$ cat src/rtl/jk_excitation_sequencer_pkg.sv
// Shared types and helpers for the JK excitation sequencer.
package jk_excitation_sequencer_pkg;

    typedef enum logic [1:0] {
        ST_IDLE   = 2'd0,
        ST_PRESET = 2'd1,
        ST_RUN    = 2'd2,
        ST_DRAIN  = 2'd3
    } seq_state_e;

    // Check pipe depth: drive registered, bank captures, then compare.
    localparam int CHK_STAGES = 2;

    // Per-bit JK excitation that moves a flop from c to t, returned as {j, k}.
    // Don't-care halves are driven to 0 so the bank only sees the minimal drive.
    function automatic logic [1:0] jk_excite(input logic c, input logic t);
        return c ? {1'b0, ~t} : {t, 1'b0};
    endfunction

endpackage

$ cat src/rtl/jk_excitation_sequencer_table.sv
// Target-state table: DEPTH x WIDTH register file, synchronous write,
// asynchronous read. Contents are deliberately not reset.
module jk_seq_table #(
    parameter int WIDTH = 4,
    parameter int DEPTH = 8,
    localparam int AW = $clog2(DEPTH)
) (
    input  logic             Clock,
    input  logic             we,
    input  logic [AW-1:0]    waddr,
    input  logic [WIDTH-1:0] wdata,
    input  logic [AW-1:0]    raddr,
    output logic [WIDTH-1:0] rdata
);

    logic [DEPTH-1:0][WIDTH-1:0] mem;

    // Write port.
    always_ff @(posedge Clock) begin
        if (we) mem[waddr] <= wdata;
    end

    assign rdata = mem[raddr];

endmodule

$ cat src/rtl/jk_excitation_sequencer.sv
// Drives J/K excitation to an external JK flip-flop bank, stepping through a
// programmable table of target states, and checks the bank's Q readback
// against a mirror of the state it should hold.
module jk_excitation_sequencer
    import jk_excitation_sequencer_pkg::*;
#(
    parameter int WIDTH = 4,
    parameter int DEPTH = 8,
    localparam int AW = $clog2(DEPTH)
) (
    input  logic             Clock,
    input  logic             Clear,
    input  logic             load_en,
    input  logic [AW-1:0]    load_addr,
    input  logic [WIDTH-1:0] load_data,
    input  logic             start,
    input  logic [AW:0]      length,
    input  logic             loop,
    input  logic             stop,
    output logic [WIDTH-1:0] J,
    output logic [WIDTH-1:0] K,
    input  logic [WIDTH-1:0] q_fb,
    output logic             busy,
    output logic             done,
    output logic             mismatch,
    output logic [WIDTH-1:0] state_mirror
);

    seq_state_e                       state;
    logic [AW-1:0]                    index;
    logic [AW:0]                      len_r;
    logic                             loop_r;
    logic                             stop_seen;
    logic [WIDTH-1:0]                 tgt;
    logic [WIDTH-1:0]                 j_next;
    logic [WIDTH-1:0]                 k_next;
    logic                             start_ok;
    logic                             last;
    logic                             drive;
    logic [CHK_STAGES-1:0]            vld_pipe;
    logic [CHK_STAGES-1:0][WIDTH-1:0] exp_pipe;

    jk_seq_table #(
        .WIDTH (WIDTH),
        .DEPTH (DEPTH)
    ) u_table (
        .Clock (Clock),
        .we    (load_en && (state == ST_IDLE)),
        .waddr (load_addr),
        .wdata (load_data),
        .raddr (index),
        .rdata (tgt)
    );

    assign start_ok = (state == ST_IDLE) && start && (length != '0);
    assign last     = ({1'b0, index} == (len_r - (AW+1)'(1)));
    assign drive    = (state == ST_PRESET) || (state == ST_RUN);

    // Excitation from the mirrored present state to the current table target.
    always_comb begin
        j_next = '0;
        k_next = '0;
        for (int i = 0; i < WIDTH; i++) begin
            {j_next[i], k_next[i]} = jk_excite(state_mirror[i], tgt[i]);
        end
    end

    // Sequencer FSM with registered J/K, mirror, busy and done.
    always_ff @(posedge Clock or negedge Clear) begin
        if (!Clear) begin
            state        <= ST_IDLE;
            index        <= '0;
            len_r        <= '0;
            loop_r       <= 1'b0;
            stop_seen    <= 1'b0;
            J            <= '0;
            K            <= '0;
            busy         <= 1'b0;
            done         <= 1'b0;
            state_mirror <= '0;
        end else begin
            J    <= '0;
            K    <= '0;
            done <= 1'b0;
            case (state)
                ST_IDLE: begin
                    if (start) begin
                        busy <= 1'b1;
                        if (length == '0) begin
                            state <= ST_DRAIN;
                        end else begin
                            state     <= ST_PRESET;
                            len_r     <= length;
                            loop_r    <= loop;
                            stop_seen <= 1'b0;
                        end
                    end
                end
                ST_PRESET: begin
                    // Clear the whole bank so the run starts from a known state.
                    K            <= '1;
                    state_mirror <= '0;
                    index        <= '0;
                    state        <= ST_RUN;
                    if (loop_r && stop) stop_seen <= 1'b1;
                end
                ST_RUN: begin
                    J            <= j_next;
                    K            <= k_next;
                    state_mirror <= tgt;
                    if (loop_r && stop) stop_seen <= 1'b1;
                    if (last) begin
                        // A stop arriving in the wrap cycle itself also ends the run.
                        if (loop_r && !(stop_seen || stop)) index <= '0;
                        else                                state <= ST_DRAIN;
                    end else begin
                        index <= index + AW'(1);
                    end
                end
                ST_DRAIN: begin
                    // The last in-flight check retires at this same edge.
                    if (!vld_pipe[0]) begin
                        done  <= 1'b1;
                        busy  <= 1'b0;
                        state <= ST_IDLE;
                    end
                end
                default: state <= ST_IDLE;
            endcase
        end
    end

    // Readback check: expected state follows each drive two cycles later.
    always_ff @(posedge Clock or negedge Clear) begin
        if (!Clear) begin
            vld_pipe <= '0;
            exp_pipe <= '0;
            mismatch <= 1'b0;
        end else begin
            vld_pipe[0] <= drive;
            exp_pipe[0] <= (state == ST_RUN) ? tgt : '0;
            vld_pipe[1] <= vld_pipe[0];
            exp_pipe[1] <= exp_pipe[0];
            if (start_ok)                               mismatch <= 1'b0;
            else if (vld_pipe[1] && (q_fb != exp_pipe[1])) mismatch <= 1'b1;
        end
    end

endmodule

$ cat config.mk
export PLATFORM = sky130hd
export DESIGN_NAME = jk_excitation_sequencer
export DESIGN_NICKNAME = d
export VERILOG_FILES = /design/src/rtl/jk_excitation_sequencer_pkg.sv /design/src/rtl/jk_excitation_sequencer_table.sv /design/src/rtl/jk_excitation_sequencer.sv
export SDC_FILE = /design/constraint.sdc
export NUM_CORES = 1
export LEC_CHECK = 0
export BUFFER_PORTS_ARGS = -buffer_cell sky130_fd_sc_hd__buf_2
export CAP_MARGIN = 20
export CORE_MARGIN = 2
export CORE_UTILIZATION = 38
export DETAILED_ROUTE_END_ITERATION = 16
export GPL_ROUTABILITY_DRIVEN = 0
export PLACE_DENSITY_LB_ADDON = 0.15
export SLEW_MARGIN = 20
export SYNTH_ARGS = -nofsm -noshare
export SYNTH_HDL_FRONTEND = slang
export SYNTH_SLANG_ARGS = --single-unit
$ cat constraint.sdc
create_clock -name Clock -period 3.2 [get_ports Clock]
set_input_delay 0.96 -clock Clock [delete_from_list [all_inputs] [get_ports Clock]]
set_output_delay 0.96 -clock Clock [all_outputs]
set_load 0.1 [all_outputs]
-- After elaboration in Yosys (flattened, before gate mapping)
Cells that the tools add are included.
- add/subtract/negate cells: 2
- magnitude comparators: 3
- equality and inequality tests: 12
- muxes and demuxes: 33
- bitwise operators: 5
- reductions and logical operators: 23
- operator list (operator ; count):
    32-bit bitwise mux ; 1
    2-bit 2-to-1 mux ; 9
    4-bit 2-to-1 mux ; 4
    4-bit one-hot mux with 2 select lines ; 2
    4-bit binary-select mux with 3-bit select ; 1
    4-bit demux with 3-bit select ; 1
    2-bit inequality test, second input constant ; 5
    1-bit 2-to-1 mux ; 9
    3-bit by 4-bit < comparator with 1-bit output, second input constant ; 2
    2-bit one-hot mux with 4 select lines ; 1
    4-bit AND reduction ; 2
    2-bit nonzero test ; 4
    1-bit logical AND ; 7
    3-bit 2-to-1 mux ; 2
    3-bit one-hot mux with 2 select lines ; 1
    3-bit AND reduction ; 2
    1-bit NOT ; 5
    2-bit equality test, second input constant ; 2
    3-bit by 4-bit equality test with 1-bit output ; 1
    4-bit zero test ; 1
    4-bit inequality test ; 1
    1-bit one-hot mux with 2 select lines ; 2
    4-bit nonzero test ; 1
    4-bit by 1-bit subtractor with 4-bit output, second input constant ; 1
    other kinds (10) ; 11
- register bits after elaboration: 68
- bits of input ports: 21
- output and inout port bits: 15

-- Longest topological paths before layout
- word-level depth: 6
- gate-level depth with buffers: 7

-- Hierarchy
Synthesis repeated with hierarchy kept, for this count alone.
- cell total of the unflattened synthesis: 189
- area, all modules: 2850.2 sq um
- modules (own cells, without submodules) (module ; times used ; cells each ; area each (sq um) ; seq. area each (sq um)):
    jk_excitation_sequencer ; 1 ; 130 ; 1560.2 ; 900.9
    jk_seq_table ; 1 ; 59 ; 1290.0 ; 960.9

-- Worst setup path before layout
Ideal clock, no wire load.
- path type: input-to-reg
- from: input port length[1]
- to: register len_r[2]
- library setup time: 125 ps
- arrival time: 1787 ps
- setup slack: 1289 ps
- stages: 3
- cells stage by stage: nor4_1 > nor2_1 > mux2_2
- longest elaborated chain between the ends: 3
- ends and longest elaborated chain (what ; RTL line ; source):
    start, declared ; jk_excitation_sequencer.sv:17 ; input logic [AW:0] length,
    4-bit zero test ; jk_excitation_sequencer.sv:89 ; if (length == '0) begin
    1-bit NOT (no line) ; -- ;
    3-bit AND reduction (no line) ; -- ;
    end signal, assigned ; jk_excitation_sequencer.sv:93 ; len_r <= length;
    end, declared ; jk_excitation_sequencer.sv:31 ; logic [AW:0] len_r;
Every way passes these cells.
A chain may end at the register's enable or synchronous reset.

-- Worst setup path in the final report
- from: register state_mirror[3]
- to: output port state_mirror[3]
- RTL lines (what ; RTL line ; source):
    start, declared ; jk_excitation_sequencer.sv:26 ; output logic [WIDTH-1:0] state_mirror
    start signal, assigned ; jk_excitation_sequencer.sv:110 ; state_mirror <= tgt;
No word-level cell between the ends.

==> flow_summary.json <==
{
  "synth_compound_area_share_pct": 6.211,
  "tns_ps": 0,
  "path_cells": "buf_2",
  "route.detailed.drc": 0,
  "grt_pass1_wl_um": 8625,
  "p_clk_share_pct": 22.4,
  "ios": 36,
  "synthAdderAreaFrac_pct": 2.681,
  "fillers": 665,
  "power_w": 0.003427,
  "drv_slew": 0,
  "setup_viol": 0,
  "synth_top_family_by_area": "simple AND/OR/NAND/NOR gates",
  "cts_hold_buffers": 0,
  "syn_inst": 202,
  "synthSimpleGateAreaFrac_pct": 10.10,
  "slowest_stage": "buf_2",
  "peakVddDrop_v": 0.0003146,
  "rrSetupSlack_ps": 1180,
  "p_seq_share_pct": 36.9,
  "die-area_mm2": 0.008071,
  "netlist-cell-type-count": 32,
  "period_share_pct": 68.15,
  "fmax_mhz": 458.6,
  "path_class": "register to primary output",
  "syn_area_mm2": 0.002800,
  "outcome": "complete, no violations",
  "drt_iter0_drc": 81,
  "final_nets": 271,
  "register_area_mm2": 0.001862,
  "numCtsBuffers": 9,
  "area_growth_pct": 17.96,
  "post_cts_resized": 0,
  "maxCapViolCount": 0,
  "dp_hpwl_um": 3885,
  "clockBufferDepth": 2,
  "multiInputGateArea_um2": 877.1,
  "rsz0062_at_grt": "no",
  "die_y_um": 89.84,
  "routedWlPerCell_um": 15.03,
  "synth.avg_cell_area_um2": 13.86,
  "ys_seq_elements": 68,
  "switching_share_pct": 42.31,
  "dr.pass1.iters": 4,
  "synthXorXnorAreaFrac_pct": 3.083,
  "tightest_slew_ps": 776.8,
  "setup.worst_path.end_class": "primary output",
  "critPathMaxStageDelay_ps": 460,
  "num_rows": 31,
  "drive_gt1_share_pct": 26.10,
  "final_util_pct": 46.03,
  "core_area_mm2": 0.007176,
  "period_minus_slack_ps": 2181,
  "gr-total-overflow": 0,
  "cp.buffers_inverters": 1,
  "clk_latency_ps": 340,
  "ys_warn_count": 0,
  "p_switching_w": 0.001450,
  "comb_power_share_pct": 40.6,
  "hold_viol": 0,
  "hold_class": "register to register",
  "muxShareOfSynthArea_pct": 9.249,
  "path_clk_slew_ps": 70,
  "cts_root_buf": "clkbuf_8",
  "drtAntennaViolNets": 0,
  "syn-num-nets": 229,
  "ys_seq_area_share_pct": 66.49,
  "start_kind": "register",
  "cts_tree": "built",
  "port_buffers": 35,
  "antenna_found_initial": 0,
  "start_util_pct": 39.02,
  "cp.arrival_ps": 1220,
  "slew_headroom_pct": 48.21,
  "power.leakage_nw": 1.380,
  "antenna_cells": 0,
  "p_per_area_mw_per_mm2": 1038,
  "die_w_um": 89.84,
  "postCtsSetupRepairBufs": 0,
  "path_max_fanout": 4,
  "vias_per_cell": 4.790,
  "vias": 1667,
  "wl_um": 5232,
  "grt_util_all_layers_pct": 13.99,
  "h-tree-depth": 3,
  "internal_power_w": 0.001977,
  "grt_start_max_net_pins": 37,
  "skew_ps": 5.646,
  "cts.sinks": 68,
  "crit_required_ps": 2240,
  "grt_pass1_vias": 1699,
  "critPathTopFamily": "buffers and inverters"
}
-- metal layers --
layer  GRT usage (%)  up-vias  share of wire, %
li1                -      812                 -
met1           15.90      808                43
met2           24.56       39                51
met3           4.946        8               4.5
met4           4.744        0               1.3
met5               0        -                 0
-- registers in the layout, summed over array words and instances, names as in the netlist --
| name | count |
|---|---|
| u_table.mem | 32 |
| busy | 1 |
| len_r | 4 |
| done | 1 |
| K | 4 |
| stop_seen | 1 |
| state_mirror | 4 |
| loop_r | 1 |
| vld_pipe | 2 |
| index | 3 |
| state | 2 |
| exp_pipe | 8 |
| mismatch | 1 |
| J | 4 |
-- worst paths after layout --
path | start | to | depth (start not counted)
setup / recovery | state_mirror[3]$_DFFE_PN0P_ | state_mirror[3] | 1
hold / removal | exp_pipe[0]$_DFF_PN0_ | exp_pipe[4]$_DFF_PN0_ | 0
setup reg to reg | len_r[0]$_DFFE_PN0P_ | state[1]$_DFFE_PN0P_ | 7
hold reg to reg | exp_pipe[0]$_DFF_PN0_ | exp_pipe[4]$_DFF_PN0_ | 0
max in group asynchronous | Clear | state_mirror[3]$_DFFE_PN0P_ | 1
min in group asynchronous | Clear | len_r[0]$_DFFE_PN0P_ | 1
-- layout by cell type (no fill, tap or decap), types with 2 or more instances in the layout --
cell type / synthesis / routed
dfrtp_1: 36 / 36
nor3_1: 7 / 7
mux2_2: 7 / 7
a31oi_1: 5 / 5
clkbuf_16: 0 / 2
a22oi_1: 4 / 4
a21oi_1: 5 / 5
mux2i_1: 18 / 18
nor2_1: 17 / 17
buf_2: 1 / 35
nand3_1: 12 / 12
nand3b_1: 2 / 2
o21ai_0: 6 / 6
ha_1: 6 / 6
nand2b_1: 3 / 3
clkinv_2: 0 / 2
clkbuf_8: 0 / 9
xnor2_1: 7 / 7
nor2b_1: 4 / 4
inv_1: 7 / 7
edfxtp_1: 32 / 32
nand2_1: 8 / 8
-- kinds of logic (layout without fill, tap and decap cells) --
kind of cell	count (synthesis)	in the layout
buf+inv	13	60
flops	68	68
xor+xnor	9	9
mux	25	25
compound gates	24	24
fa+ha+maj	6	6
simple gates	57	57
-- metrics by stage --
| step | cells | instance area, µm² | setup WS (ps) | hold WS (ps) |
|---|---|---|---|---|
| 2_1_floorplan | 202 | 2800 | 1289 | 331.2 |
| 3_3_place_gp | 332 | 3075 | 1027 | 332.7 |
| 3_5_place_dp | 332 | 3075 | 950.9 | 334.7 |
| 4_1_cts | 348 | 3303 | 1017 | 351.0 |
| 5_1_grt | 348 | 3303 | 981.3 | 359.2 |
| 6_report | 348 | 3303 | 1019 | 349.6 |
-- cell usage after synthesis --
library cell / n / area [µm²]
nand4_1: 1 / 6.260
o41ai_4: 1 / 27.53
buf_4: 3 / 22.52
nor4b_1: 1 / 8.760
xnor2_1: 7 / 61.31
nand2b_1: 3 / 18.77
nor3_1: 7 / 35.03
a31oi_1: 5 / 31.28
ha_1: 6 / 75.07
o21ai_0: 6 / 30.03
edfxtp_1: 32 / 960.9
nor2b_4: 1 / 13.76
mux2_2: 7 / 78.83
clkbuf_1: 1 / 3.750
o32a_2: 1 / 11.26
nand2_1: 8 / 30.03
nor2_1: 17 / 63.81
mux2i_1: 18 / 180.2
nor2b_1: 4 / 25.02
xor2_1: 1 / 8.760
o311ai_0: 1 / 8.760
buf_2: 1 / 5.000
nor4_1: 1 / 6.260
inv_2: 1 / 3.750
inv_1: 7 / 26.28
a21oi_1: 5 / 25.02
a211o_2: 1 / 10.01
nand3_1: 12 / 60.06
xnor2_2: 1 / 16.27
nand3b_1: 2 / 15.01
a22oi_1: 4 / 30.03
dfrtp_1: 36 / 900.9
-- area by class of cell --
class	instances	area share (%)
clock buffer	11	5.265
clock inverter	5	1.629
inverter	8	0.9091
multi-input combinational	121	26.55
sequential	68	56.36
tap	99	3.750
timing repair buffer	36	5.530
-- power groups by stage --
stage / combinational [W] / clock, W / sequential [W]
6_report: 0.00139 / 0.000769 / 0.00127
5_1_grt: 0.00149 / 0.000828 / 0.00129
4_1_cts: 0.00141 / 0.000788 / 0.00127
3_5_place_dp: 0.00140 / 0 / 0.00129
3_3_place_gp: 0.00140 / 0 / 0.00128
2_1_floorplan: 0.000703 / 0 / 0.00170
Note: power is estimated with default switching activity, not from simulation.
